--- src/rtl/stuffed_frame_tx.sv ---
// Zero-stuffing serial frame transmitter: payload MSB first, a 0 after every run of three 1s,
// then a 0 separator and a 4-ones end flag. All line outputs (out_bit/busy/done) are registered together.
module stuffed_frame_tx #(
  parameter int WIDTH = 8
) (
  input  logic             clk,
  input  logic             reset,
  input  logic             start,
  input  logic [WIDTH-1:0] data_in,
  output logic             ready,
  output logic             out_bit,
  output logic             busy,
  output logic             done
);

  localparam int CW = $clog2(WIDTH + 1);
  localparam logic [CW-1:0] LAST_BIT = CW'(WIDTH - 1);

  typedef enum logic [2:0] {IDLE, DATA, STUFF, SEP, FLAG} state_t;

  state_t           state, state_nxt;
  logic [WIDTH-1:0] shreg, shreg_nxt;
  logic [CW-1:0]    bit_cnt, bit_cnt_nxt;
  logic [1:0]       run, run_nxt;
  logic [1:0]       flag_cnt, flag_cnt_nxt;
  logic             bit_nxt, busy_nxt, done_nxt;
  logic             cur_bit;

  assign ready   = (state == IDLE);
  assign cur_bit = shreg[WIDTH-1];

  always_ff @(posedge clk) begin
    if (reset) begin
      state    <= IDLE;
      shreg    <= '0;
      bit_cnt  <= '0;
      run      <= '0;
      flag_cnt <= '0;
      out_bit  <= 1'b0;
      busy     <= 1'b0;
      done     <= 1'b0;
    end else begin
      state    <= state_nxt;
      shreg    <= shreg_nxt;
      bit_cnt  <= bit_cnt_nxt;
      run      <= run_nxt;
      flag_cnt <= flag_cnt_nxt;
      out_bit  <= bit_nxt;
      busy     <= busy_nxt;
      done     <= done_nxt;
    end
  end

  // The state names the bit being produced this cycle; it reaches out_bit on the next edge.
  always_comb begin
    state_nxt    = state;
    shreg_nxt    = shreg;
    bit_cnt_nxt  = bit_cnt;
    run_nxt      = run;
    flag_cnt_nxt = flag_cnt;
    bit_nxt      = 1'b0;
    busy_nxt     = 1'b0;
    done_nxt     = 1'b0;
    case (state)
      IDLE: begin
        if (start) begin
          shreg_nxt    = data_in;
          bit_cnt_nxt  = '0;
          run_nxt      = '0;
          flag_cnt_nxt = '0;
          state_nxt    = DATA;
        end
      end
      DATA: begin
        bit_nxt     = cur_bit;
        busy_nxt    = 1'b1;
        shreg_nxt   = {shreg[WIDTH-2:0], 1'b0};
        bit_cnt_nxt = bit_cnt + CW'(1);
        if (cur_bit) run_nxt = (run == 2'd3) ? 2'd3 : run + 2'd1;
        else         run_nxt = 2'd0;
        // No stuff after the final payload bit: the separator already supplies the 0.
        if (bit_cnt == LAST_BIT)               state_nxt = SEP;
        else if (cur_bit && run_nxt == 2'd3)   state_nxt = STUFF;
      end
      STUFF: begin
        busy_nxt  = 1'b1;
        run_nxt   = 2'd0;
        state_nxt = DATA;
      end
      SEP: begin
        busy_nxt     = 1'b1;
        run_nxt      = 2'd0;
        flag_cnt_nxt = 2'd0;
        state_nxt    = FLAG;
      end
      FLAG: begin
        bit_nxt      = 1'b1;
        busy_nxt     = 1'b1;
        flag_cnt_nxt = flag_cnt + 2'd1;
        if (flag_cnt == 2'd3) begin
          done_nxt  = 1'b1;
          state_nxt = IDLE;
        end
      end
      default: state_nxt = IDLE;
    endcase
  end

endmodule

--- config.mk ---
export PLATFORM = sky130hd
export DESIGN_NAME = stuffed_frame_tx
export DESIGN_NICKNAME = d
export VERILOG_FILES = /design/src/rtl/stuffed_frame_tx.sv
export SDC_FILE = /design/constraint.sdc
export NUM_CORES = 1
export LEC_CHECK = 0
export BUFFER_PORTS_ARGS = -buffer_cell sky130_fd_sc_hd__buf_2
export CELL_PAD_IN_SITES_DETAIL_PLACEMENT = 1
export CELL_PAD_IN_SITES_GLOBAL_PLACEMENT = 1
export CORE_ASPECT_RATIO = 1.75
export CORE_UTILIZATION = 43
export CTS_BUF_LIST = sky130_fd_sc_hd__clkbuf_2
export DETAILED_ROUTE_END_ITERATION = 12
export PLACE_DENSITY = 0.82
export SLEW_MARGIN = 0
export SYNTH_ARGS = -nofsm -noshare
export SYNTH_HDL_FRONTEND = slang
export SYNTH_SLANG_ARGS = --single-unit
--- constraint.sdc ---
create_clock -name clk -period 1.6 [get_ports clk]
set_input_delay 0.16 -clock clk [delete_from_list [all_inputs] [get_ports clk]]
set_output_delay 0.16 -clock clk [all_outputs]
set_load 0.02 [all_outputs]
* Word-level counts from Yosys, hierarchy flattened *
Cells that the tools add are included.

word-level totals
  memory bits (read-only) = 0
  bits of input ports = 11
  bits in registers = 22
  RAM bits = 0
  latch bits = 0
  logic and storage cells = 53
  output and inout port bits = 4
  memories kept = 0

cells by class
  bitwise gates (word level) = 1
  shifts and indexed selects = 0
  reductions and logical operators = 12
  eq/ne operators = 11
  magnitude comparators = 0
  divide/modulo/power cells = 0
  add/subtract/negate cells = 3
  multiply operators = 0
  multiplexer cells = 18

operators by type and width
  kind                                                  number
  case mux 8 bit (2 select lines)                       1
  case mux 3 bit (5 select lines)                       1
  two-way mux 3 bit                                     4
  case mux 2 bit (3 select lines)                       2
  two-way mux 2 bit                                     4
  two-way mux 8 bit                                     1
  case mux 4 bit (2 select lines)                       1
  equality test 2 bit (second input constant)           3
  equality test 3 x 2 -> 1 bit (second input constant)  2
  AND reduction 2 bit                                   3
  nonzero test 3 bit                                    2
  adder 2 x 1 -> 2 bit (second input constant)          2
  adder 4 x 1 -> 4 bit (second input constant)          1
  equality test 4 x 3 -> 1 bit (second input constant)  1
  two-way mux 4 bit                                     1
  != test 2 bit (second input constant)                 2
  OR reduction 2 bit                                    2
  OR reduction 4 bit                                    1
  equality test 3 x 1 -> 1 bit (second input constant)  1
  equality test 3 bit (second input constant)           1
  logical NOT 3 bit                                     1
  != test 3 bit (second input constant)                 1
  AND reduction 3 bit                                   1
  two-way mux 1 bit                                     2
  other kinds (4)                                       4

* Logic depth before layout (Yosys ltp) *
Gate-level depths: netlist of the first run.

  depth after elaboration = 9
  depth in mapped cells = 5
  gate-level depth less buffers = 4

* Worst setup path before layout of the first run *
OpenSTA, ideal clock, no wires.

  path type = register -> register
  start point = register state[1]
  end point = register shreg[2]
  buffers on the path = 1
  clock period less this slack = 1.329 ns
  stages on the path, launching flop included = 5
  arrival time = 1.196 ns
  setup time = 0.133 ns
  data required time = 1.467 ns
  setup slack = 0.271 ns
  cells stage by stage = dfxtp_1 -> or4b_1 -> buf_2 -> o22ai_1 -> nor3_1

on the way
  longest elaborated chain between the ends = 3
  elaborated cells between the ends (all ways) = 6
  those cells by class = eq/ne (2); mux (1); reduce/logical (3)

RTL lines
  item                                                                         line  RTL
  start: declaration                                                           21    state_t state, state_nxt;
  start signal: assignment                                                     43    state <= state_nxt;
  equality test 3 x 1 -> 1 bit / logical NOT 3 bit (equally long branches)     64    case (state)
  nonzero test 2 bit (no source line) / != test 2 bit (equally long branches)  n/a
  AND reduction 2 bit (no source line)                                         n/a
  end signal: assignment                                                       44    shreg <= shreg_nxt;
  end: declaration                                                             22    logic [WIDTH-1:0] shreg, shreg_nxt;

Several ways; a longest one is shown, not always the timed one.
A chain may end at the register's enable or synchronous reset.

* Worst setup path after layout of the first run *
Same ends and word-level chain as after synthesis.

==> summary.txt, run 1 <==
Run status
  • Status: completed

Finish
  • Area Growth Syn to Fin: 16.31%
  • # nets final: ~140
  • Most frequent cells in the layout: 22 x dfxtp_1, 14 x nor3_1, 14 x buf_2
  • Ant. Diodes: 0
  • Fillers: 270
  • Commonest non-fill, non-tap cell in the layout: dfxtp_1
  • Design Area, Final: around 0.0011 mm²
  • Share of cells above drive strength 1: about a quarter

Power
  • Power per cell area: between 900 and 1000 mW/mm²
  • Static leakage: approximately 0.45 nW
  • VDD IR max: between 0.7 and 0.8 mV

Synth
  • Top_reg_cell synth: dfxtp_1
  • Synthesized area: 982.2 µm²
  • Area contributors post-synth: dfxtp_1 45%, nor3_1 7.1%, a21oi_1 5.6%, o22ai_1 3.8%, buf_2 3.1%
  • Ys Warns: 0
  • EDFF count, synth: 0
  • Netlist cell types: 33
  • Mapped Nets: around 120
  • Area fraction of the dominant cell type after synthesis: ~45%
  • Post-Syn Instances: 110
  • Average cell area after synthesis: roughly 9 µm²
  • Most area-hungry cell type in the Yosys netlist: dfxtp_1
  • Async set or reset register ratio after synthesis: 0%
  • Post-synthesis register bit count: 22
  • Seq/Total Area, Yosys: 44.84%

Drt
  • Final ANT Viol Nets: 0
  • DRT iter0 DRCs: 21
  • DR vias/cell: ~6.0
  • Via total after detailed routing: 909
  • Detailed Route WL: 2356 µm
  • Drt drc: 0
  • Initial DRT Pass Iterations: 2
  • WL/cell: about 16 µm

Placement
  • Routability cong.: around 0.74
  • Port bufs: 14
  • DP Area: approximately 0.0011 mm²
  • Hpwl dp: roughly 1700 µm

STA
  • Max frequency: between 0.6 and 0.7 GHz
  • TNS Setup: 0 ns
  • Setup-failing EPs final: 0
  • Rel. slew slack: 72.20%
  • Fin. max-slew vios: 0
  • Slew @ Worst Pin: ~0.42 ns
  • Final worst path period need: between 1.5 and 2 ns
  • RSZ-0062 raised after global routing: no
  • Final Cycle Share: between 90% and 100%
  • Fin. Hold Viols: 0
  • Clock Skew: between 0.02 and 0.03 ns

Floorplan
  • Die Wd: 38.13 µm
  • Starting Density: around 46%
  • Die height: approximately 65 µm
  • Die area: 0.002487 mm²
  • Core Box Area: about 0.0021 mm²
  • FP Rows: 22
  • I/O pin count: 15

Worst setup path
  • Crit Path Category: reg2reg
  • Critical path data required time: 1.84 ns
  • CP startpoint kind: flip-flop
  • Critical path capture point type: flip-flop
  • Critical path arrival: roughly 1.8 ns
  • Crit-path max cell delay: just over 0.7 ns
  • CP max FO: 11
  • Crit path cell chain: or4b_1 -> o22ai_1 -> nor3_1
  • Slowest cell on crit path: or4b_1

Flow run
  • MaxCap Viol Count: 0

Clock tree
  • Post-CTS Setup Bufs: 0
  • CTS tree: yes
  • Inserted Clock Buffers: 3
  • Hold buffers post-CTS: 0
  • Clk sinks: 22
  • H-tree depth: 1
  • CTS Root Cell: clkbuf_2
  • Reg clk slew, reported paths: approximately 0.23 ns
  • Worst-Skew Late Latency: roughly 0.36 ns
  • CTS resizes: 0
  • Clock Path Buffers: 2

Global routing
  • Initial antenna violation count: 0
  • Vias in the first global route: about 940
  • Largest net degree at the start of global routing: 23
  • First-pass GRT wire length: roughly 4000 µm
  • GRT Util Overall: between 20% and 30%
  • GRT overflow: 0

Hold path
  • Hold WC Path Type: in2reg
## synthesized netlist by cell type, types with 2 or more instances
library cell  count
nand3b_1          3
a211oi_1          2
nand2b_1          2
nand3_1           6
clkbuf_1          2
nand2_1           4
buf_2             6
nor3_1           14
inv_1             4
nor2_1            3
o21ai_0           2
dfxtp_1          22
a21oi_1          11
or3b_1            2
o22ai_1           6
o21a_1            2
o311ai_0          2
ha_1              2
## report_power, final
| part | switching, mW | internal [mW] |
|---|---|---|
| clock | 0.183 | 0.216 |
| sequential | 0.0165 | 0.574 |
| combinational | 0.0757 | 0.0572 |
| total | 0.275 | 0.847 |
## worst paths after layout
check,end,cells past startpoint,slack [ns],start
worst min register to register,run[0],2,0.50,run[0]
worst max register to register,shreg[2],3,0.09,state[1]
worst max-delay path,shreg[2],3,0.09,state[1]
worst min-delay path,shreg[0],3,0.04,data_in[0]
## per-stage QoR
step                      std cells  total power, mW  util, %  setup slack [ns]  hold slack (ns)
after floorplan                 110           0.6868        -            0.2709           0.2960
after global placement          147           0.7257    51.77            0.1810           0.4089
after detailed placement        147           0.7360    51.77            0.1299           0.4220
after CTS                       151            1.134    53.90           0.08806          0.02333
after global routing            151            1.168    53.90           0.03956          0.03792
final                           151            1.122    53.90           0.09085          0.03825
## critical path, delay by kind of cell, from the launching register on
family | cells | cell delay (ns)
and+or+nand+nor | 2 | 0.79
AOI/OAI and AO/OA | 1 | 0.21
DFF | 1 | 0.38
## logic make-up (layout without fill, tap and decap cells)
group / after synthesis / count (layout) / share of synthesized area [%]
AOI/OAI and AO/OA: 31 / 31 / 20.89
adders and majority gates: 2 / 2 / 2.547
buffers and inverters: 12 / 29 / 5.350
DFF: 22 / 22 / 44.84
and+or+nand+nor: 43 / 43 / 26.37
## cell type report
type	instances	area, µm²	area share, %
repair buffers	21	122.6	10.73
clock inverters	1	30.03	2.629
flip-flops and latches	22	440.4	38.55
well taps	24	30.03	2.629
inverters	4	15.01	1.314
multi-input cells	76	489.2	42.83
clock buffers	3	15.01	1.314
## registers in the layout, indices dropped and copies added (netlist names)
signal,count
bit_cnt,4
busy,1
done,1
flag_cnt,2
out_bit,1
run,2
shreg,8
state,3
## layer usage
layer	vias up	GRT usage (%)	routed length (µm)	share of wire, %
met5	-	0	0	0
met4	0	12.05	54	2.3
met3	5	2.027	50	2.1
met2	12	41.53	1338	57
met1	448	22.75	913	39
li1	444	-	-	-
No activity file was read; power rests on OpenSTA's default activity.
==> run 2, diff against run 1 <==
--- a/config.mk
+++ b/config.mk
@@ -13,6 +13,7 @@
 export CTS_BUF_LIST = sky130_fd_sc_hd__clkbuf_2
 export DETAILED_ROUTE_END_ITERATION = 12
 export PLACE_DENSITY = 0.82
+export SKIP_LAST_GASP = 1
 export SLEW_MARGIN = 0
 export SYNTH_ARGS = -nofsm -noshare
 export SYNTH_HDL_FRONTEND = slang
==> constraint.sdc (replaced) <==
create_clock -name clk -period 1.52 [get_ports clk]
set_input_delay 0.152 -clock clk [delete_from_list [all_inputs] [get_ports clk]]
set_output_delay 0.152 -clock clk [all_outputs]
set_load 0.02 [all_outputs]
==> summary.txt, run 2 (synthesized netlist as in run 1, its figures left out) <==
STA
  • Setup-failing EPs final: 0
  • Slew @ Worst Pin: approximately 0.42 ns
  • Fin. max-slew vios: 0
  • TNS Setup: 0 ns
  • Min Hold Slack: roughly 0.033 ns
  • Fin. Hold Viols: 0
  • Final Cycle Share: between 90% and 100%
  • Clock Skew: ~0.0038 ns
  • Final worst path period need: roughly 1.4 ns
  • Rel. slew slack: 72.31%
  • Max frequency: 0.7102 GHz
  • RSZ-0062 raised after global routing: no

Worst setup path
  • R2R Setup Slk: between 0.1 and 0.15 ns
  • Critical path data required time: between 1.5 and 2 ns
  • RR Endpoint: flag_cnt[0]
  • Crit Path Category: reg2reg
  • Critical path arrival: around 1.7 ns
  • R2R Path Start: state[2]
  • Worst reg2reg path depth: 4
  • Critical path capture point type: flip-flop
  • CP max FO: 11
  • CP startpoint kind: flip-flop

Placement
  • Routability cong.: just over 0.7
  • Port bufs: 14
  • Hpwl dp: between 1500 and 2000 µm

Drt
  • Detailed Route WL: about 2300 µm
  • Via total after detailed routing: between 800 and 900
  • DRT iter0 DRCs: 23
  • Final ANT Viol Nets: 0
  • Initial DRT Pass Iterations: 4
  • Drt drc: 0
  • WL/cell: ~15 µm
  • DR vias/cell: slightly below 6

Floorplan
  • FP Rows: 22
  • Starting Density: 46.34%
  • Core Box Area: around 0.0021 mm²
  • I/O pin count: 15
  • Die area: between 0.002 and 0.0025 mm²
  • Die height: between 60 and 70 µm
  • Die Wd: 38.13 µm

Power
  • Comb pwr share: between 10 and 15%
  • Power per cell area: roughly 870 mW/mm²
  • Static leakage: between 0.4 and 0.5 nW
  • Clock power share: a little under a quarter
  • Part of the power in registers: a little over three fifths
  • Switching Power: roughly 270 µW
  • Pint: about 720 µW
  • Switching share of power: between 20% and 30%
  • VDD IR max: approximately 0.46 mV
  • Overall Power: a little under 1 mW

Global routing
  • Largest net degree at the start of global routing: 23
  • First-pass GRT wire length: around 3700 µm
  • GRT Util Overall: just over 20%
  • Initial antenna violation count: 0
  • Vias in the first global route: between 800 and 900
  • GRT overflow: 0

Clock tree
  • CTS Root Cell: clkbuf_2
  • H-tree depth: 1
  • Worst-Skew Late Latency: around 0.32 ns
  • Reg clk slew, reported paths: ~0.2 ns
  • CTS tree: yes
  • Clock Path Buffers: 2
  • Clk sinks: 22
  • Inserted Clock Buffers: 3
  • Post-CTS Setup Bufs: 0
  • CTS resizes: 0
  • Hold buffers post-CTS: 0

Hold path
  • Worst hold start: data_in[0]
  • WHS Path Cells: 3
  • WHS Endpoint: shreg[0]
  • Hold WC Path Type: in2reg

Finish
  • Post-layout util: 53.78%
  • Most frequent cells in the layout: 21 x dfxtp_1, 14 x nor3_1, 14 x buf_2
  • Largest registers: shreg x8, bit_cnt x4, state x3
  • Commonest non-fill, non-tap cell in the layout: dfxtp_1
  • Top reg by flops: shreg
  • Ant. Diodes: 0
  • # nets final: about 140
  • Share of cells above drive strength 1: 26.36%
  • Area Growth Syn to Fin: 16.05%
  • Max FFs per register: 8

Run status
  • Status: completed

Flow run
  • MaxCap Viol Count: 0
## run 2: area by class of cell
| class | instances | area (µm²) |
|---|---|---|
| multi-input cells | 76 | 493.0 |
| inverters | 4 | 15.01 |
| clock buffers | 3 | 15.01 |
| well taps | 24 | 30.03 |
| flip-flops and latches | 22 | 441.7 |
| fillers | 271 | 979.7 |
| repair buffers | 24 | 145.1 |
## run 2: power groups by stage
stage / sequential (mW) / clock [mW] / combinational, mW
after floorplan: 0.631 / 0 / 0.0922
after global placement: 0.631 / 0 / 0.137
after detailed placement: 0.633 / 0 / 0.145
after CTS: 0.621 / 0.235 / 0.146
after global routing: 0.625 / 0.255 / 0.160
final: 0.621 / 0.226 / 0.146
## run 2: per-stage QoR
stage | worst slack, ns | cell area, µm² | instances
4_1_cts | 0.01370 | 1135 | 153
3_5_place_dp | 0.03885 | 1120 | 150
5_1_grt | 0.03354 | 1140 | 153
6_report | 0.1120 | 1140 | 153
2_1_floorplan | 0.1909 | 982.2 | 110
3_3_place_gp | 0.1020 | 1120 | 150
## run 2: critical path: stages, from the launching register on
cell	delay [ns]
dfxtp_2	0.42
buf_4	0.18
or3b_1	0.42
or2_0	0.23
a21oi_1	0.11
## run 2: worst max path at each step
stage	start	end	slack [ns]	cells past startpoint
5_1_grt	state[2]	flag_cnt[0]	0.03	4
6_report	state[2]	flag_cnt[0]	0.11	4
2_1_floorplan	state[1]	shreg[2]	0.19	4
3_3_place_gp	state[1]	shreg[4]	0.10	3
4_1_cts	state[1]	shreg[6]	0.01	3
3_5_place_dp	state[1]	shreg[6]	0.04	3
## run 2: routing by layer
| layer | global-route usage (%) | vias up | wire [µm] |
|---|---|---|---|
| li1 | - | 450 | - |
| met1 | 20.68 | 436 | 919 |
| met2 | 39.62 | 11 | 1316 |
| met3 | 2.027 | 2 | 45 |
| met4 | 8.036 | 0 | 27 |
| met5 | 0 | - | 0 |
==> run 3, diff against run 2 <==
--- a/config.mk
+++ b/config.mk
@@ -10,11 +10,12 @@
 export CELL_PAD_IN_SITES_GLOBAL_PLACEMENT = 1
 export CORE_ASPECT_RATIO = 1.75
 export CORE_UTILIZATION = 43
-export CTS_BUF_LIST = sky130_fd_sc_hd__clkbuf_2
+export CTS_BUF_LIST = sky130_fd_sc_hd__clkbuf_8
 export DETAILED_ROUTE_END_ITERATION = 12
 export PLACE_DENSITY = 0.82
+export RECOVER_POWER = 50
 export SKIP_LAST_GASP = 1
-export SLEW_MARGIN = 0
+export SLEW_MARGIN = 20
 export SYNTH_ARGS = -nofsm -noshare
 export SYNTH_HDL_FRONTEND = slang
 export SYNTH_SLANG_ARGS = --single-unit
==> summary.txt, run 3 (synthesized netlist as in run 1, its figures left out) <==
STA
  • Clock Skew: 0.001197 ns
  • Slew @ Worst Pin: about 0.42 ns
  • PnR worst setup slack: 0.1395 ns
  • Min Hold Slack: between 0.1 and 0.15 ns
  • Max frequency: slightly above 0.7 GHz
  • RSZ-0062 raised after global routing: no
  • Rel. slew slack: just over 70%
  • Final Cycle Share: about nine tenths
  • Final worst path period need: 1.380 ns
  • Fin. Hold Viols: 0
  • Setup-failing EPs final: 0
  • Fin. max-slew vios: 0
  • TNS Setup: 0 ns

Clock tree
  • Reg clk slew, reported paths: roughly 0.080 ns
  • Worst-Skew Late Latency: around 0.26 ns
  • Inserted Clock Buffers: 3
  • Post-CTS Setup Bufs: 0
  • Clock Path Buffers: 2
  • H-tree depth: 1
  • CTS Root Cell: clkbuf_8
  • Clk sinks: 22
  • Hold buffers post-CTS: 0
  • CTS tree: yes

Drt
  • Final ANT Viol Nets: 0
  • Initial DRT Pass Iterations: 3
  • Detailed Route WL: 2303 µm
  • Via total after detailed routing: ~900
  • WL/cell: around 15 µm
  • Drt drc: 0
  • DRT iter0 DRCs: 18
  • DR vias/cell: 5.889

Hold path
  • Worst hold start: data_in[0]
  • Hold WC Path Type: in2reg
  • WHS Path Cells: 3

Worst setup path
  • Critical path data required time: between 1.5 and 2 ns
  • Crit path cell chain: buf_4 -> or3b_1 -> or2_0 -> a21oi_1
  • Critical path arrival: between 1.5 and 2 ns
  • R2R Path Start: state[2]
  • Worst reg2reg path depth: 4
  • Worst path depth: 4
  • CP startpoint kind: flip-flop
  • Critical path capture point type: flip-flop
  • CP max FO: 11
  • Cell family with most CP delay: simple AND/OR/NAND/NOR gates
  • Slowest cell on crit path: or3b_1
  • Worst path bufs/invs: 1
  • Crit Path Category: reg2reg
  • Crit-path max cell delay: between 0.4 and 0.5 ns
  • Critical path launch point: state[2]

Placement
  • Routability cong.: just over 0.7
  • DP Area: 0.001120 mm²
  • Hpwl dp: between 1500 and 2000 µm
  • Port bufs: 14
  • DP Worst Slack: approximately 0.039 ns

Global routing
  • GRT Util Overall: 21.39%
  • GRT overflow: 0
  • Vias in the first global route: approximately 910
  • Largest net degree at the start of global routing: 23
  • Initial antenna violation count: 0
  • First-pass GRT wire length: ~3900 µm

Floorplan
  • Die area: 0.002487 mm²
  • Die height: roughly 65 µm
  • Starting Density: 46.34%
  • I/O pin count: 15
  • Core Box Area: around 0.0021 mm²
  • Die Wd: 38.13 µm
  • FP Rows: 22

Finish
  • Design Area, Final: 0.001157 mm²
  • Area occupied by multi-input gates: 493.0 µm²
  • Ant. Diodes: 0
  • Largest registers: shreg x8, bit_cnt x4, state x3
  • Most frequent cells in the layout: 21 x dfxtp_1, 14 x nor3_1, 11 x a21oi_1
  • # nets final: approximately 140
  • Area Growth Syn to Fin: 17.83%
  • Share of cells above drive strength 1: 22.48%
  • Fillers: 279
  • Max FFs per register: 8
  • Reg area: between 400 and 500 µm²
  • Top reg by flops: shreg
  • Commonest non-fill, non-tap cell in the layout: dfxtp_1

Power
  • Power per cell area: about 1000 mW/mm²
  • Static leakage: about 0.45 nW
  • Switching share of power: 24.95%
  • Switching Power: 280.8 µW
  • Comb pwr share: roughly 13%
  • VDD IR max: around 0.47 mV
  • Clock power share: 32.1%
  • Part of the power in registers: 55.0%
  • Pint: 844.7 µW

Run status
  • Status: completed

Flow run
  • MaxCap Viol Count: 0
[run 3: cell count changes in the layout (fill, tap and decap cells not counted), sizes merged]
cell    before  now
clkbuf       3    8
buf         24   19
[run 3: final timing paths]
kind	end	slack (ns)
worst max-delay path	flag_cnt[0]	0.14
worst min-delay path	shreg[0]	0.12
worst max register to register	flag_cnt[0]	0.14
worst min register to register	shreg[0]	0.48
[run 3: power by group through the flow]
stage                     clock network [mW]  registers [mW]  logic [mW]
after floorplan                            0           0.631      0.0922
after global placement                     0           0.631       0.137
after detailed placement                   0           0.633       0.145
after CTS                              0.372           0.620       0.146
after global routing                   0.390           0.623       0.159
final                                  0.362           0.619       0.144
[run 3: layer usage]
metal	vias to the layer above	global-route usage (%)	share of wire (%)
met5	-	0	0
met4	0	9.375	2.0
met3	5	2.027	1.7
met2	12	41.31	55
met1	437	20.94	41
li1	447	-	-
[run 3: cell type report]
cell class / instances / share of cell area (%)
inverter: 4 / 1.297
timing repair buffer: 24 / 11.78
tap: 24 / 2.595
multi-input combinational: 76 / 42.59
clock buffer: 3 / 3.568
sequential: 22 / 38.16
[run 3: worst min-delay path: cells and delay by family]
family,cells,cell delay (ns)
AOI/OAI and AO/OA,1,0.05
buffers and inverters,1,0.09
and+or+nand+nor,1,0.05
[run 3: what timing repair did]
item	CTS	global route
endpoints found under the hold margin	0	0
setup endpoints to repair	0	8
gates resized for setup	0	2
[run 3: metrics by stage]
stage / std cells / util, % / power [mW]
finish: 153 / 54.60 / 1.125
global route: 153 / 54.60 / 1.173
CTS: 153 / 54.78 / 1.138
detailed placement: 150 / 52.83 / 0.7788
global placement: 150 / 52.83 / 0.7690
floorplan: 110 / - / 0.7230
